`src/rtl/xocc_dsa_alu_engine.sv`:
```
// xocc_dsa_alu_engine
//   DSA-side consumer of one XOCC queue. Pops a 96-bit command from the
//   first-word-fall-through command FIFO, executes a small integer op and
//   pushes a 32-bit result into the response FIFO.
//
//   Opcodes (dsa_cmd_buffer[3:0]): 0 ADD, 1 SUB, 2 MUL, 3 ACC, 4 CLR,
//   5..15 illegal (result 32'hFFFF_FFFF).
//
//   Build option: XOCC_DSA_MUL_EN
//     defined   - opcode 2 runs a 32-cycle shift-add multiplier
//     undefined - no multiplier datapath; opcode 2 is treated as illegal
//
// Ports:
//   dsa_clk, dsa_rst  clock; asynchronous active-high reset
//   empty_cmd         command FIFO empty (dsa_cmd_buffer valid when 0)
//   dsa_cmd_buffer    {operand B, operand A, opcode word}
//   rd_en_cmd         command FIFO pop strobe
//   full_rsp          response FIFO full
//   wr_en_rsp         response FIFO push strobe
//   dsa_rsp_buffer    response data (result register)
//   busy              high whenever the engine is not idle
//   cmd_cnt           number of responses pushed (wraps)
module xocc_dsa_alu_engine #(
    parameter int unsigned CNT_WIDTH = 16
) (
    input  logic                 dsa_clk,
    input  logic                 dsa_rst,
    input  logic                 empty_cmd,
    input  logic [95:0]          dsa_cmd_buffer,
    output logic                 rd_en_cmd,
    input  logic                 full_rsp,
    output logic                 wr_en_rsp,
    output logic [31:0]          dsa_rsp_buffer,
    output logic                 busy,
    output logic [CNT_WIDTH-1:0] cmd_cnt
);

    typedef enum logic [1:0] {IDLE, EXEC, RESP} state_t;

    state_t                state_q, state_d;
    logic [3:0]            op_q, op_d;
    logic [31:0]           a_q, a_d;
    logic [31:0]           b_q, b_d;
    logic [31:0]           acc_q, acc_d;
    logic [31:0]           result_q, result_d;
    logic [CNT_WIDTH-1:0]  cnt_q, cnt_d;
`ifdef XOCC_DSA_MUL_EN
    logic [4:0]            mul_cnt_q, mul_cnt_d;
    logic [31:0]           prod_base;
`endif

    always_ff @(posedge dsa_clk or posedge dsa_rst) begin
        if (dsa_rst) begin
            state_q   <= IDLE;
            op_q      <= '0;
            a_q       <= '0;
            b_q       <= '0;
            acc_q     <= '0;
            result_q  <= '0;
            cnt_q     <= '0;
`ifdef XOCC_DSA_MUL_EN
            mul_cnt_q <= '0;
`endif
        end else begin
            state_q   <= state_d;
            op_q      <= op_d;
            a_q       <= a_d;
            b_q       <= b_d;
            acc_q     <= acc_d;
            result_q  <= result_d;
            cnt_q     <= cnt_d;
`ifdef XOCC_DSA_MUL_EN
            mul_cnt_q <= mul_cnt_d;
`endif
        end
    end

    always_comb begin
        state_d   = state_q;
        op_d      = op_q;
        a_d       = a_q;
        b_d       = b_q;
        acc_d     = acc_q;
        result_d  = result_q;
        cnt_d     = cnt_q;
        rd_en_cmd = 1'b0;
        wr_en_rsp = 1'b0;
`ifdef XOCC_DSA_MUL_EN
        mul_cnt_d = mul_cnt_q;
        prod_base = '0;
`endif
        unique case (state_q)
            IDLE: begin
                // Pop is held off while reset is asserted so the FIFO is
                // never drained by a command that would be discarded.
                if (!empty_cmd && !dsa_rst) begin
                    rd_en_cmd = 1'b1;
                    op_d      = dsa_cmd_buffer[3:0];
                    a_d       = dsa_cmd_buffer[63:32];
                    b_d       = dsa_cmd_buffer[95:64];
                    state_d   = EXEC;
`ifdef XOCC_DSA_MUL_EN
                    mul_cnt_d = '0;
`endif
                end
            end
            EXEC: begin
                state_d = RESP;
                unique case (op_q)
                    4'd0: result_d = a_q + b_q;
                    4'd1: result_d = a_q - b_q;
`ifdef XOCC_DSA_MUL_EN
                    4'd2: begin
                        // Shift-add, multiplier B consumed LSB first. The
                        // product builds up in result_q; the first step
                        // starts from zero instead of the stale result.
                        prod_base = (mul_cnt_q == 5'd0) ? '0 : result_q;
                        result_d  = b_q[0] ? prod_base + a_q : prod_base;
                        a_d       = a_q << 1;
                        b_d       = b_q >> 1;
                        mul_cnt_d = mul_cnt_q + 5'd1;
                        if (mul_cnt_q != 5'd31) begin
                            state_d = EXEC;
                        end
                    end
`endif
                    4'd3: begin
                        acc_d    = acc_q + a_q;
                        result_d = acc_q + a_q;
                    end
                    4'd4: begin
                        result_d = acc_q;
                        acc_d    = '0;
                    end
                    default: result_d = 32'hFFFF_FFFF;
                endcase
            end
            RESP: begin
                if (!full_rsp) begin
                    wr_en_rsp = 1'b1;
                    cnt_d     = cnt_q + 1'b1;
                    state_d   = IDLE;
                end
            end
            default: state_d = IDLE;
        endcase
    end

    assign dsa_rsp_buffer = result_q;
    assign busy           = (state_q != IDLE);
    assign cmd_cnt        = cnt_q;

endmodule

```
`config.mk`:
```
export PLATFORM = sky130hd
export DESIGN_NAME = xocc_dsa_alu_engine
export DESIGN_NICKNAME = d
export VERILOG_FILES = /design/src/rtl/xocc_dsa_alu_engine.sv
export SDC_FILE = /design/constraint.sdc
export NUM_CORES = 1
export LEC_CHECK = 0
export ABC_AREA = 1
export CAP_MARGIN = 20
export CORE_MARGIN = 8
export CORE_UTILIZATION = 32
export CTS_BUF_LIST = sky130_fd_sc_hd__clkbuf_16
export DETAILED_ROUTE_END_ITERATION = 10
export PLACE_DENSITY_LB_ADDON = 0.12
export SLEW_MARGIN = 10
export SYNTH_ARGS = -nofsm -noshare
export SYNTH_HDL_FRONTEND = slang
export SYNTH_SLANG_ARGS = --single-unit
```
`constraint.sdc`:
```
create_clock -name dsa_clk -period 7.48 [get_ports dsa_clk]
set_clock_uncertainty 0.1 [all_clocks]
set_input_delay 0.748 -clock dsa_clk [delete_from_list [all_inputs] [get_ports dsa_clk]]
set_output_delay 0.748 -clock dsa_clk [all_outputs]
set_load 0.005 [all_outputs]
```
* Word level (Yosys, flattened, before mapping)
Cells that the tools add are included.
** Storage, ports and cells
- Word-level logic and storage cells :: 39
- Output and inout bits :: 51
- Input bits :: 100
- Bits in registers :: 150
** Operators by class
- $add $sub $neg :: 4
- Equality and inequality tests :: 7
- Bitwise logic cells :: 1
- Reduce and logical (&&, ||, !) cells :: 11
- Mux-type cells :: 9
** Operators with widths (number)
- 32-bit one-hot mux with 4 select lines :: 1
- 32-bit adder :: 2
- 32-bit one-hot mux with 2 select lines :: 1
- 32-bit subtractor :: 1
- 16-bit by 1-bit adder with 16-bit output, second input constant :: 1
- 2-bit AND reduction :: 4
- 2-bit one-hot mux with 3 select lines :: 1
- 4-bit by 1-bit equality test with 1-bit output, second input constant :: 1
- 4-bit by 2-bit equality test with 1-bit output, second input constant :: 1
- 4-bit by 3-bit equality test with 1-bit output, second input constant :: 1
- 4-bit zero test :: 1
- 1-bit two-way mux :: 4
- 2-bit two-way mux :: 2
- 2-bit inequality test, second input constant :: 2
- 2-bit nonzero test :: 2
- 2-bit by 1-bit equality test with 1-bit output, second input constant :: 1
- 2-bit equality test, second input constant :: 1
- 1-bit zero test :: 2
- 2-bit zero test :: 1
- 1-bit logical AND :: 1
- 1-bit inverter :: 1

* Longest topological paths before layout
Gate-level depths: netlist of the first run.
- Depth in word-level cells :: 4
- Mapped depth :: 24

* Worst setup path before layout of the first run
Ideal clock, no wire load.
- Kind :: reg2reg
- Start :: register b_q[0]
- End :: register result_q[30], in the netlist dsa_rsp_buffer[30]
- Buffers on the path :: 0
- Period minus slack after synthesis :: 2852 ps
- Path slack :: 4628 ps
- Arrival time :: 2639 ps
- Stages on the path, launching flop included :: 23
- Cells stage by stage :: dfrtp_1 > inv_1 > ha_1 > inv_1 > nor2_1 > nand3_1 > nor2_1 > nand3_1 > o21ai_1 > nand2_1 > xor2_1 > ha_1 > inv_1 > nor3_1 > nand2_1 > nor2_1 > nand2_1 > nand2_1 > nand2_1 > nand3_1 > nand3_1 > nand2_1 > inv_1
** On the way
- Word-level cells in the longest chain between the ends :: 2
** RTL lines
- start: declaration :: line 43 : logic [31:0] b_q, b_d;
- start signal: assignment :: line 57 : b_q <= '0;
- start signal: assignment :: line 68 : b_q <= b_d;
- 32-bit subtractor or 32-bit adder (tied branches) :: line 111, 110
- 32-bit one-hot mux with 4 select lines * :: line 109 : unique case (op_q)
- end signal: assignment :: line 70 : result_q <= result_d;
- end: declaration :: line 45 : logic [31:0] result_q, result_d;
Mark *: on every way between the ends. The rest lies on a longest branch, timed or not.
A chain may end at the register's enable or synchronous reset.

* Worst setup path in the final report of the first run
- Start :: register op_q[1]
- End :: register result_q[20], in the netlist dsa_rsp_buffer[20]
** On the way
- Word-level cells in the longest chain between the ends :: 2
** RTL lines
- start: declaration :: line 41 : logic [3:0] op_q, op_d;
- start signal: assignment :: line 66 : op_q <= op_d;
- 4-bit by 3-bit equality test with 1-bit output, or another cell as far along :: line 109
- 32-bit one-hot mux with 4 select lines * :: line 109
Marked as above.

==> results of run 1 <==
[worst min-delay path by stage]
stage	startpoint	to	depth (start not counted)
after detailed placement	dsa_rsp_buffer[10]$_DFFE_PP0P_	dsa_rsp_buffer[10]$_DFFE_PP0P_	2
after global placement	cmd_cnt[15]$_DFFE_PP0P_	cmd_cnt[15]$_DFFE_PP0P_	1
after CTS	cmd_cnt[15]$_DFFE_PP0P_	cmd_cnt[15]$_DFFE_PP0P_	1
final	cmd_cnt[15]$_DFFE_PP0P_	cmd_cnt[15]$_DFFE_PP0P_	1
after global routing	cmd_cnt[15]$_DFFE_PP0P_	cmd_cnt[15]$_DFFE_PP0P_	1
after floorplan	b_q[31]$_DFFE_PP0P_	b_q[31]$_DFFE_PP0P_	2
[cell usage in the layout, fill, tap and decap left out, types with 3 or more instances in the layout]
cell type | Yosys | final
nor2_2 | 3 | 3
buf_4 | 2 | 5
xor2_1 | 45 | 45
o21ai_1 | 12 | 12
nand3_1 | 141 | 141
o21ai_0 | 39 | 39
clkinvlp_4 | 0 | 4
nand4_1 | 7 | 7
o211ai_1 | 4 | 4
nor2_1 | 125 | 125
nor3_1 | 14 | 14
or2_2 | 20 | 20
inv_2 | 7 | 7
nand2_1 | 703 | 703
a21o_1 | 4 | 4
inv_1 | 280 | 279
a31oi_1 | 5 | 5
nor2_4 | 3 | 3
nand3b_1 | 15 | 15
clkinv_4 | 0 | 4
dfrtp_1 | 150 | 150
a22o_1 | 10 | 10
o22ai_1 | 3 | 3
xnor2_1 | 15 | 15
o21bai_1 | 9 | 9
and3_1 | 3 | 3
clkbuf_16 | 0 | 17
clkinv_1 | 3 | 5
clkdlybuf4s50_1 | 0 | 122
ha_1 | 64 | 64
inv_6 | 0 | 3
a21oi_1 | 81 | 81
[per-layer routing]
| metal | track usage, % | part of all wire (%) |
|---|---|---|
| met3 | 2.91 | 4.0 |
| met4 | 6.31 | 2.8 |
| met2 | 29.3 | 45 |
| met5 | 0 | 0 |
| met1 | 24.1 | 48 |
[through the flow]
stage	cells	utilization (%)	power [mW]	setup slack (ps)	hold slack, ps
after global routing	2415	38.5	5.33	2930	406
after floorplan	1823	-	3.10	2600	361
after detailed placement	2383	36.9	3.98	3440	375
after CTS	2415	38.5	4.88	3440	386
final	2415	38.5	4.86	3410	383
after global placement	2383	36.9	3.96	3490	367
[where the power goes]
| part | switching (mW) | internal [mW] | leakage, nW | total (mW) |
|---|---|---|---|---|
| clock | 0.385 | 0.491 | 0.271 | 0.876 |
| combinational | 1.66 | 1.02 | 5.52 | 2.67 |
| sequential | 0.252 | 1.06 | 1.81 | 1.31 |
[sequential cells by signal, indices dropped and copies added, names as in the netlist]
register and count:
a_q 32, acc_q 32, b_q 32, cmd_cnt 16, dsa_rsp_buffer 32, op_q 4
state_q 2
[logic make-up (layout without fill, tap and decap cells)]
logic type,after synthesis,count (layout)
and+or+nand+nor,1048,1048
buffers and inverters,325,449
DFF,150,150
adders and majority gates,66,66
AOI/OAI and AO/OA,174,174
xor gates and xnor gates,60,60
[Yosys cell counts, drive strengths merged]
| cell | count | area (um2) |
|---|---|---|
| xnor2 | 15 | 131 |
| o21ai | 52 | 264 |
| nor3 | 17 | 100 |
| o21bai | 9 | 67.6 |
| o22ai | 3 | 18.8 |
| or2 | 22 | 138 |
| a21o | 4 | 30.0 |
| nand3 | 142 | 716 |
| dfrtp | 150 | 3750 |
| clkinv | 3 | 11.3 |
| o211ai | 4 | 30.0 |
| nand4 | 7 | 43.8 |
| o31ai | 1 | 7.51 |
| and3 | 3 | 18.8 |
| nor4 | 4 | 37.5 |
| and2 | 1 | 6.26 |
| ha | 64 | 801 |
| nor2 | 131 | 522 |
| xor2 | 45 | 394 |
| a22oi | 1 | 7.51 |
| inv | 287 | 1080 |
| buf | 11 | 57.6 |
| clkbuf | 24 | 91.3 |
| nand3b | 15 | 113 |
| nand2 | 706 | 2660 |
| fa | 2 | 40.0 |
| a31oi | 5 | 31.3 |
| a22o | 10 | 87.6 |
| a21oi | 85 | 448 |
[layout make-up]
cell class	count	area [um2]
multi-input cells	1348	6730
fillers	3861	22300
flip-flops and latches	150	3750
well taps	468	586
clock inverters	15	155
repair buffers	127	1260
clock buffers	17	425
inverters	290	1090
==> flow_summary.json, run 1 <==
{
  "synthesis.area_um2": 11700,
  "reg2reg_to": "dsa_rsp_buffer[20]$_DFFE_PP0P_",
  "first_pass_iters": 5,
  "drc_errors": 0,
  "regToRegSetupSlack_ps": 3410,
  "track_usage_pct": 18.1,
  "synth-seq-cells": 150,
  "p_per_area_nw_per_um2": 347,
  "synthCells": 1823,
  "grt_pass1_wl_um": 61500,
  "cts.sinks": 150,
  "r2r_start": "op_q[1]$_DFFE_PP0P_",
  "crit_path_max_fanout": 24,
  "cts_buffer_depth": 2,
  "syn_area_per_cell_um2": 6.42,
  "yosysWarnings": 0,
  "cts_buffers": 17,
  "tritoncts": "yes",
  "cp_cell_sequence": "inv_1, nand3_1, clkinv_1, a21oi_1, xor2_1, inv_1, ha_1, nand2_1, nor2_1, inv_1, nor2_1, nand2_1, nand3_1, nand2_1, nand2_1, nand2_1, nand3_1, nand3_1, o21ai_1, inv_1",
  "hold_buffers": 0,
  "wl_um": 38500,
  "post-cts-setup-buffers": 0,
  "fmax_mhz": 246,
  "ys_types": 45,
  "cp_top_family": "simple AND/OR/NAND/NOR gates",
  "wl_per_cell_um": 15.9,
  "post_synth_fa_ha_maj_area_fraction_pct": 7.18,
  "drtIter0Drc": 719,
  "synth_top_family_by_area": "simple AND/OR/NAND/NOR gates",
  "clk_pin_slew_ps": 70,
  "worst_path_most_repeated_cell": "nand2_1",
  "crit_start": "op_q[1]$_DFFE_PP0P_",
  "irDropWorstVdd_mv": 0.197,
  "endpoint": "dsa_rsp_buffer[20]$_DFFE_PP0P_",
  "n_antenna_cell": 0,
  "port-buffer-count": 122,
  "synth_xor_area_share_pct": 4.49,
  "post_cts_resized": 0,
  "via_count": 11416,
  "worst_ep_arrival_time_ps": 4320,
  "dp_hpwl_um": 30200,
  "critPathMaxStageDelay_ps": 600,
  "synth_compound_area_share_pct": 8.48,
  "dpl_cell_area_um2": 13400,
  "io-pin-count": 151,
  "stdcell_area_um2": 14000,
  "end_kind": "flop",
  "required_ps": 7730,
  "via_per_inst": 4.73,
  "path_class": "flop to flop",
  "layout_min_cycle_time_ps": 4070,
  "tightestPinTransition_ps": 1070,
  "finalCritPeriodShare_pct": 54.4,
  "grt_pass1_vias": 11266,
  "maxSlewViolCount": 0,
  "reg2reg_depth": 20,
  "hold_path.class": "flop to flop",
  "drive_gt1_share_pct": 4.26,
  "die-area_um2": 43000,
  "gr-total-overflow": 0,
  "synthSimpleGateAreaFrac_pct": 37.2,
  "grt_max_degree": 92,
  "final_net_count": 2100,
  "insertion_delay_ps": 450,
  "antenna_found_initial": 0,
  "design.core.area_um2": 36300,
  "leakagePower_nw": 7.60,
  "yosysSeqAreaShare_pct": 32.1,
  "slowest_stage": "nand3_1",
  "die_h_um": 207,
  "path_depth": 20,
  "crit_buf_inv": 5,
  "start_kind": "flop",
  "rsz0062_at_grt": "false",
  "final.setup.tns_ps": 0,
  "die_x_um": 207,
  "setup_violations": 0,
  "start_util_pct": 32.2,
  "gp_congestion": 0.936,
  "cts-root-buf": "clkbuf_16",
  "synthMuxAreaShare_pct": 0,
  "drv_cap": 0,
  "h-tree-depth": 4,
  "rows": 70,
  "ant_nets": 0,
  "final-hold-violation-count": 0,
  "outcome": "finished clean",
  "syn2layout_area_growth_pct": 19.6,
  "synth_nets": 1989,
  "max-slew-margin-rel_pct": 28.7
}
Note: power is estimated with default switching activity, not from simulation.
==> run 2, diff against run 1 <==
==> constraint.sdc (replaced) <==
create_clock -name dsa_clk -period 3.6 [get_ports dsa_clk]
set_clock_uncertainty 0.1 [all_clocks]
set_input_delay 0.36 -clock dsa_clk [delete_from_list [all_inputs] [get_ports dsa_clk]]
set_output_delay 0.36 -clock dsa_clk [all_outputs]
set_load 0.005 [all_outputs]
==> run 2 against run 1 <==
Effect of this change: first-iteration DRC count shrank 7.6%; power grew 110%; maximum frequency grew 22%; via count grew 0.36%; sequential power grew 110%; register-to-register slack lost 3100 ps; non-clock buffer count grew 24; global-route usage grew 0.47 points; sequential share of layout area shrank 0.72 points; clock power grew 110%.
==> flow_summary.json, run 2 (synthesis gave the netlist of run 1 again) <==
{
  "outcome": "finished clean",
  "cts_buffers": 17,
  "r2r_start": "b_q[2]$_DFFE_PP0P_",
  "final-hold-violation-count": 0,
  "crit_start": "b_q[2]$_DFFE_PP0P_",
  "power.switching_mw": 4.89,
  "clk_pin_slew_ps": 60,
  "dpl_cell_area_um2": 13600,
  "grt.busiest_layer": "met2",
  "die_x_um": 207,
  "die-area_um2": 43000,
  "worst_ep_arrival_time_ps": 3580,
  "maxSlewViolCount": 0,
  "met1_usage_pct": 24.8,
  "endpoint": "dsa_rsp_buffer[25]$_DFFE_PP0P_",
  "tritoncts": "yes",
  "reg2reg_depth": 19,
  "rows": 70,
  "wl_per_cell_um": 16.3,
  "slowest_stage": "dfrtp_1",
  "insertion_delay_ps": 450,
  "start_util_pct": 32.2,
  "drv_cap": 0,
  "cts-root-buf": "clkbuf_16",
  "drive_gt1_share_pct": 7.06,
  "n_antenna_cell": 0,
  "h-tree-depth": 4,
  "max-slew-margin-rel_pct": 29.2,
  "final.setup.tns_ps": 0,
  "power_frac_comb_pct": 56.1,
  "worst_path_most_repeated_cell": "nand3_1",
  "tightestPinTransition_ps": 1060,
  "start_kind": "flop",
  "via_count": 11457,
  "end_kind": "flop",
  "fin_util_pct": 39.6,
  "grt_pass1_vias": 11553,
  "place_ws_ps": 45.7,
  "final_cells": 2438,
  "syn2layout_area_growth_pct": 22.9,
  "io-pin-count": 151,
  "finalCritPeriodShare_pct": 92.8,
  "holdWs_ps": 290,
  "die_h_um": 207,
  "port-buffer-count": 122,
  "grt_max_degree": 69,
  "regToRegSetupSlack_ps": 260,
  "irDropWorstVdd_mv": 0.396,
  "drc_errors": 0,
  "grt_pass1_wl_um": 63300,
  "cts.sinks": 150,
  "gr-total-overflow": 0,
  "hold_path.class": "input pin to async pin",
  "dp_hpwl_um": 31600,
  "place_inst": 2402,
  "swShare_pct": 46.9,
  "setup_violations": 0,
  "antenna_found_initial": 0,
  "final_cell_mix": "nand2_1 (698), inv_1 (279), dfrtp_1 (150)",
  "design.core.area_um2": 36300,
  "grt_util_met2_pct": 31.1,
  "via_per_inst": 4.70,
  "required_ps": 3840,
  "ant_nets": 0,
  "mostFrequentLayoutCell": "nand2_1",
  "wl_um": 39800,
  "power_frac_seq_pct": 26.1,
  "first_pass_iters": 5,
  "reg2reg_to": "dsa_rsp_buffer[25]$_DFFE_PP0P_",
  "power.internal_mw": 5.55,
  "pwr-share-clk_pct": 17.8,
  "gp_congestion": 0.936,
  "drtIter0Drc": 664,
  "leakagePower_nw": 7.75,
  "fmax_mhz": 299,
  "setup_slack_ps": 260,
  "crit_path_max_fanout": 6,
  "final_net_count": 2124,
  "path_class": "flop to flop",
  "p_per_area_nw_per_um2": 726,
  "stdcell_area_um2": 14400,
  "cp_cell_sequence": "inv_2, nand3_1, nor3_4, nand4_1, buf_4, o21ai_2, xnor2_1, inv_1, ha_2, nand2_1, nor2_1, and3_1, nand3_1, nand3_1, nand2_1, nand3_1, nand3_1, nand2_1, inv_1",
  "cts_buffer_depth": 2,
  "grtUsageMet3_pct": 2.90,
  "critPathMaxStageDelay_ps": 400,
  "track_usage_pct": 18.6,
  "layout_min_cycle_time_ps": 3340,
  "power_mw": 10.4
}
-- run 2: power by group through the flow --
stage / Clock (mW) / Sequential [mW] / Combinational (mW)
finish: 1.86 / 2.73 / 5.86
global route: 1.97 / 2.79 / 6.63
CTS: 1.91 / 2.72 / 5.73
detailed placement: 0 / 2.74 / 5.69
global placement: 0 / 2.74 / 5.65
floorplan: 0 / 2.56 / 3.88
-- run 2: final cells by class --
cell class	count	area, um2
well taps	468	586
clock inverters	14	161
repair buffers	151	1480
clock buffers	17	425
multi-input cells	1348	6890
inverters	290	1090
flip-flops and latches	150	3750
fillers	3847	22000
-- run 2: worst min path at each step --
| stage | to | depth (start not counted) | from | slack, ps |
|---|---|---|---|---|
| floorplan | state_q[0]$_DFFE_PP0P_ | 1 | dsa_rst | 330 |
| global placement | cmd_cnt[15]$_DFFE_PP0P_ | 1 | cmd_cnt[15]$_DFFE_PP0P_ | 360 |
| detailed placement | cmd_cnt[15]$_DFFE_PP0P_ | 1 | cmd_cnt[15]$_DFFE_PP0P_ | 360 |
| CTS | cmd_cnt[6]$_DFFE_PP0P_ | 2 | dsa_rst | 300 |
| global route | cmd_cnt[1]$_DFFE_PP0P_ | 2 | dsa_rst | 330 |
| finish | cmd_cnt[1]$_DFFE_PP0P_ | 2 | dsa_rst | 290 |
-- run 2: per-layer routing --
metal	wire length [um]	share of wire, %
met5	0	0
met1	19800	50
met2	18400	46
met4	549	1.4
met3	1030	2.6
-- run 2: timing repair --
item	4_1_cts	5_1_grt
hold buffers	0	0
hold endpoints to repair	0	0
setup endpoints to repair	0	15
resized for setup	0	38
buffers inserted	0	5
-- run 2: critical path, delay by kind of cell, from the launching register on --
family | cells | cell delay, ps
simple gates | 12 | 1710
compound gates | 1 | 120
xor+xnor | 1 | 130
flops | 1 | 400
buf+inv | 4 | 370
fa+ha+maj | 1 | 390
==> run 3, diff against run 2 <==
--- a/config.mk
+++ b/config.mk
@@ -11,8 +11,10 @@
 export CORE_UTILIZATION = 32
 export CTS_BUF_LIST = sky130_fd_sc_hd__clkbuf_16
 export DETAILED_ROUTE_END_ITERATION = 10
+export MAX_ROUTING_LAYER = met4
 export PLACE_DENSITY_LB_ADDON = 0.12
 export SLEW_MARGIN = 10
 export SYNTH_ARGS = -nofsm -noshare
 export SYNTH_HDL_FRONTEND = slang
 export SYNTH_SLANG_ARGS = --single-unit
+export TNS_END_PERCENT = 20
==> run 3 against run 2 <==
Effect of this change: maximum frequency down 0.72%; via count up 0.24%; utilization down 0.065 points; combinational power down 2%; clock power up 8%; setup slack worse by 24 ps; non-clock buffer count down 6; count of clock-buffer cells in the layout unchanged.
==> flow_summary.json, run 3 (synthesis gave the netlist of run 1 again) <==
{
  "outcome": "finished clean",
  "drtIter0Drc": 768,
  "gr-total-overflow": 0,
  "mostFrequentLayoutCell": "nand2_1",
  "hold_depth": 3,
  "die-area_um2": 43000,
  "hold_path.class": "input pin to flop",
  "hold_buffers": 0,
  "grt.busiest_layer": "met2",
  "worst_ep_arrival_time_ps": 3600,
  "holdCritStartpoint": "dsa_cmd_buffer[70]",
  "grt_pass1_vias": 11307,
  "cts_buffer_depth": 2,
  "via_per_inst": 4.72,
  "p_per_area_nw_per_um2": 731,
  "slowest_stage": "dfrtp_1",
  "tritoncts": "yes",
  "crit_path_max_fanout": 4,
  "cp_top_family": "simple AND/OR/NAND/NOR gates",
  "cts_buffers": 17,
  "setup_violations": 0,
  "cts.sinks": 150,
  "wl_um": 40500,
  "start_util_pct": 32.2,
  "die_x_um": 207,
  "final_net_count": 2118,
  "port-buffer-count": 122,
  "io-pin-count": 151,
  "holdWs_ps": 342,
  "final.setup.tns_ps": 0,
  "die_h_um": 207,
  "drive_gt1_share_pct": 6.36,
  "start_kind": "flop",
  "via_count": 11484,
  "dp_hpwl_um": 32200,
  "hold_path_end": "b_q[6]$_DFFE_PP0P_",
  "syn2layout_area_growth_pct": 22.7,
  "rows": 70,
  "grtUsageMet3_pct": 2.63,
  "reg2reg_depth": 20,
  "layout_min_cycle_time_ps": 3360,
  "maxSlewViolCount": 0,
  "first_pass_iters": 5,
  "clk_pin_slew_ps": 70,
  "end_kind": "flop",
  "final_cell_mix": "nand2_1 (701), inv_1 (282), dfrtp_1 (150)",
  "track_usage_pct": 19.5,
  "fmax_mhz": 297,
  "gp_congestion": 0.884,
  "h-tree-depth": 4,
  "regToRegSetupSlack_ps": 240,
  "drv_cap": 0,
  "irDropWorstVdd_mv": 0.401,
  "final-hold-violation-count": 0,
  "antenna_found_initial": 0,
  "grt_util_met2_pct": 30.4,
  "design.core.area_um2": 36300,
  "drc_errors": 0,
  "grt_pass1_wl_um": 63800,
  "ant_nets": 0,
  "finalCritPeriodShare_pct": 93.4,
  "worst_path_most_repeated_cell": "nand2_1",
  "wl_per_cell_um": 16.6,
  "max-slew-margin-rel_pct": 26.7,
  "leakagePower_nw": 7.77,
  "grt_max_degree": 66,
  "met1_usage_pct": 26.2,
  "insertion_delay_ps": 450,
  "reg2reg_to": "dsa_rsp_buffer[31]$_DFFE_PP0P_",
  "critPathMaxStageDelay_ps": 380,
  "tightestPinTransition_ps": 1100,
  "n_antenna_cell": 0,
  "r2r_start": "b_q[0]$_DFFE_PP0P_",
  "cp_cell_sequence": "inv_1, ha_1, inv_1, nor2_2, nand3_2, nor2_4, nand2_1, o21ai_2, nand2_1, xnor2_2, ha_1, a21o_1, nor2_1, nand2_1, a21oi_1, nand2_1, o21bai_1, nor2_1, nor2_2, nor2_1",
  "rsz0062_at_grt": "true",
  "cts-root-buf": "clkbuf_16",
  "required_ps": 3830,
  "crit_buf_inv": 2,
  "path_class": "flop to flop"
}
==> run 3: worst max path at each step <==
stage	startpoint	cells after the start	slack (ps)	endpoint
final	b_q[0]$_DFFE_PP0P_	20	240	dsa_rsp_buffer[31]$_DFFE_PP0P_
after global routing	b_q[1]$_DFFE_PP0P_	22	-10	dsa_rsp_buffer[30]$_DFFE_PP0P_
after CTS	b_q[0]$_DFFE_PP0P_	21	20	dsa_rsp_buffer[31]$_DFFE_PP0P_
after detailed placement	b_q[0]$_DFFE_PP0P_	21	40	dsa_rsp_buffer[31]$_DFFE_PP0P_
after global placement	b_q[0]$_DFFE_PP0P_	22	60	dsa_rsp_buffer[31]$_DFFE_PP0P_
after floorplan	b_q[0]$_DFFE_PP0P_	22	750	dsa_rsp_buffer[30]$_DFFE_PP0P_
==> run 3: per-layer routing <==
metal | vias to the layer above | part of all wire (%)
li1 | 5930 | -
met1 | 5323 | 50
met2 | 193 | 45
met3 | 38 | 3.2
met4 | 0 | 1.9
met5 | - | 0
==> run 3: report_power, final <==
| part | switching, mW | total, mW | leakage, nW | internal, mW |
|---|---|---|---|---|
| clock network | 0.778 | 2.00 | 0.313 | 1.22 |
| logic | 3.58 | 5.77 | 5.65 | 2.19 |
| registers | 0.529 | 2.73 | 1.81 | 2.20 |
| total | 4.89 | 10.5 | 7.77 | 5.61 |
==> run 3: area by class of cell <==
cell class,instances,area (um2)
fill,3941,22000
multi-input combinational,1348,6850
sequential,150,3750
timing repair buffer,145,1440
inverter,290,1100
tap,468,586
clock buffer,17,425
clock inverter,14,211
==> run 3: worst reg2reg max path, cell delays in order, from the launching register on <==
cell      delay [ps]
dfrtp_1          380
inv_1             90
ha_1             180
inv_1             70
nor2_2           150
nand3_2          130
nor2_4           140
nand2_1           90
o21ai_2          220
nand2_1          130
xnor2_2          160
ha_1             330
a21o_1           200
nor2_1           140
nand2_1           80
a21oi_1          120
nand2_1          100
o21bai_1         140
nor2_1            70
nor2_2           170
nor2_1            50
==> run 3: timing repair <==
action                     in CTS  in global routing
resized for setup               0                 29
buffers inserted                0                  2
setup endpoints to repair       0                 15
==> run 3: per-stage QoR <==
stage	std cells	worst slack, ps	cell area, um2	utilization, %	power (mW)
2_1_floorplan	1823	748	11700	-	6.44
3_3_place_gp	2399	61.2	13600	37.4	8.37
3_5_place_dp	2399	39.7	13600	37.4	8.41
4_1_cts	2430	15.4	14200	39.1	10.5
5_1_grt	2432	-10.1	14400	39.5	11.5
6_report	2432	236	14400	39.5	10.5
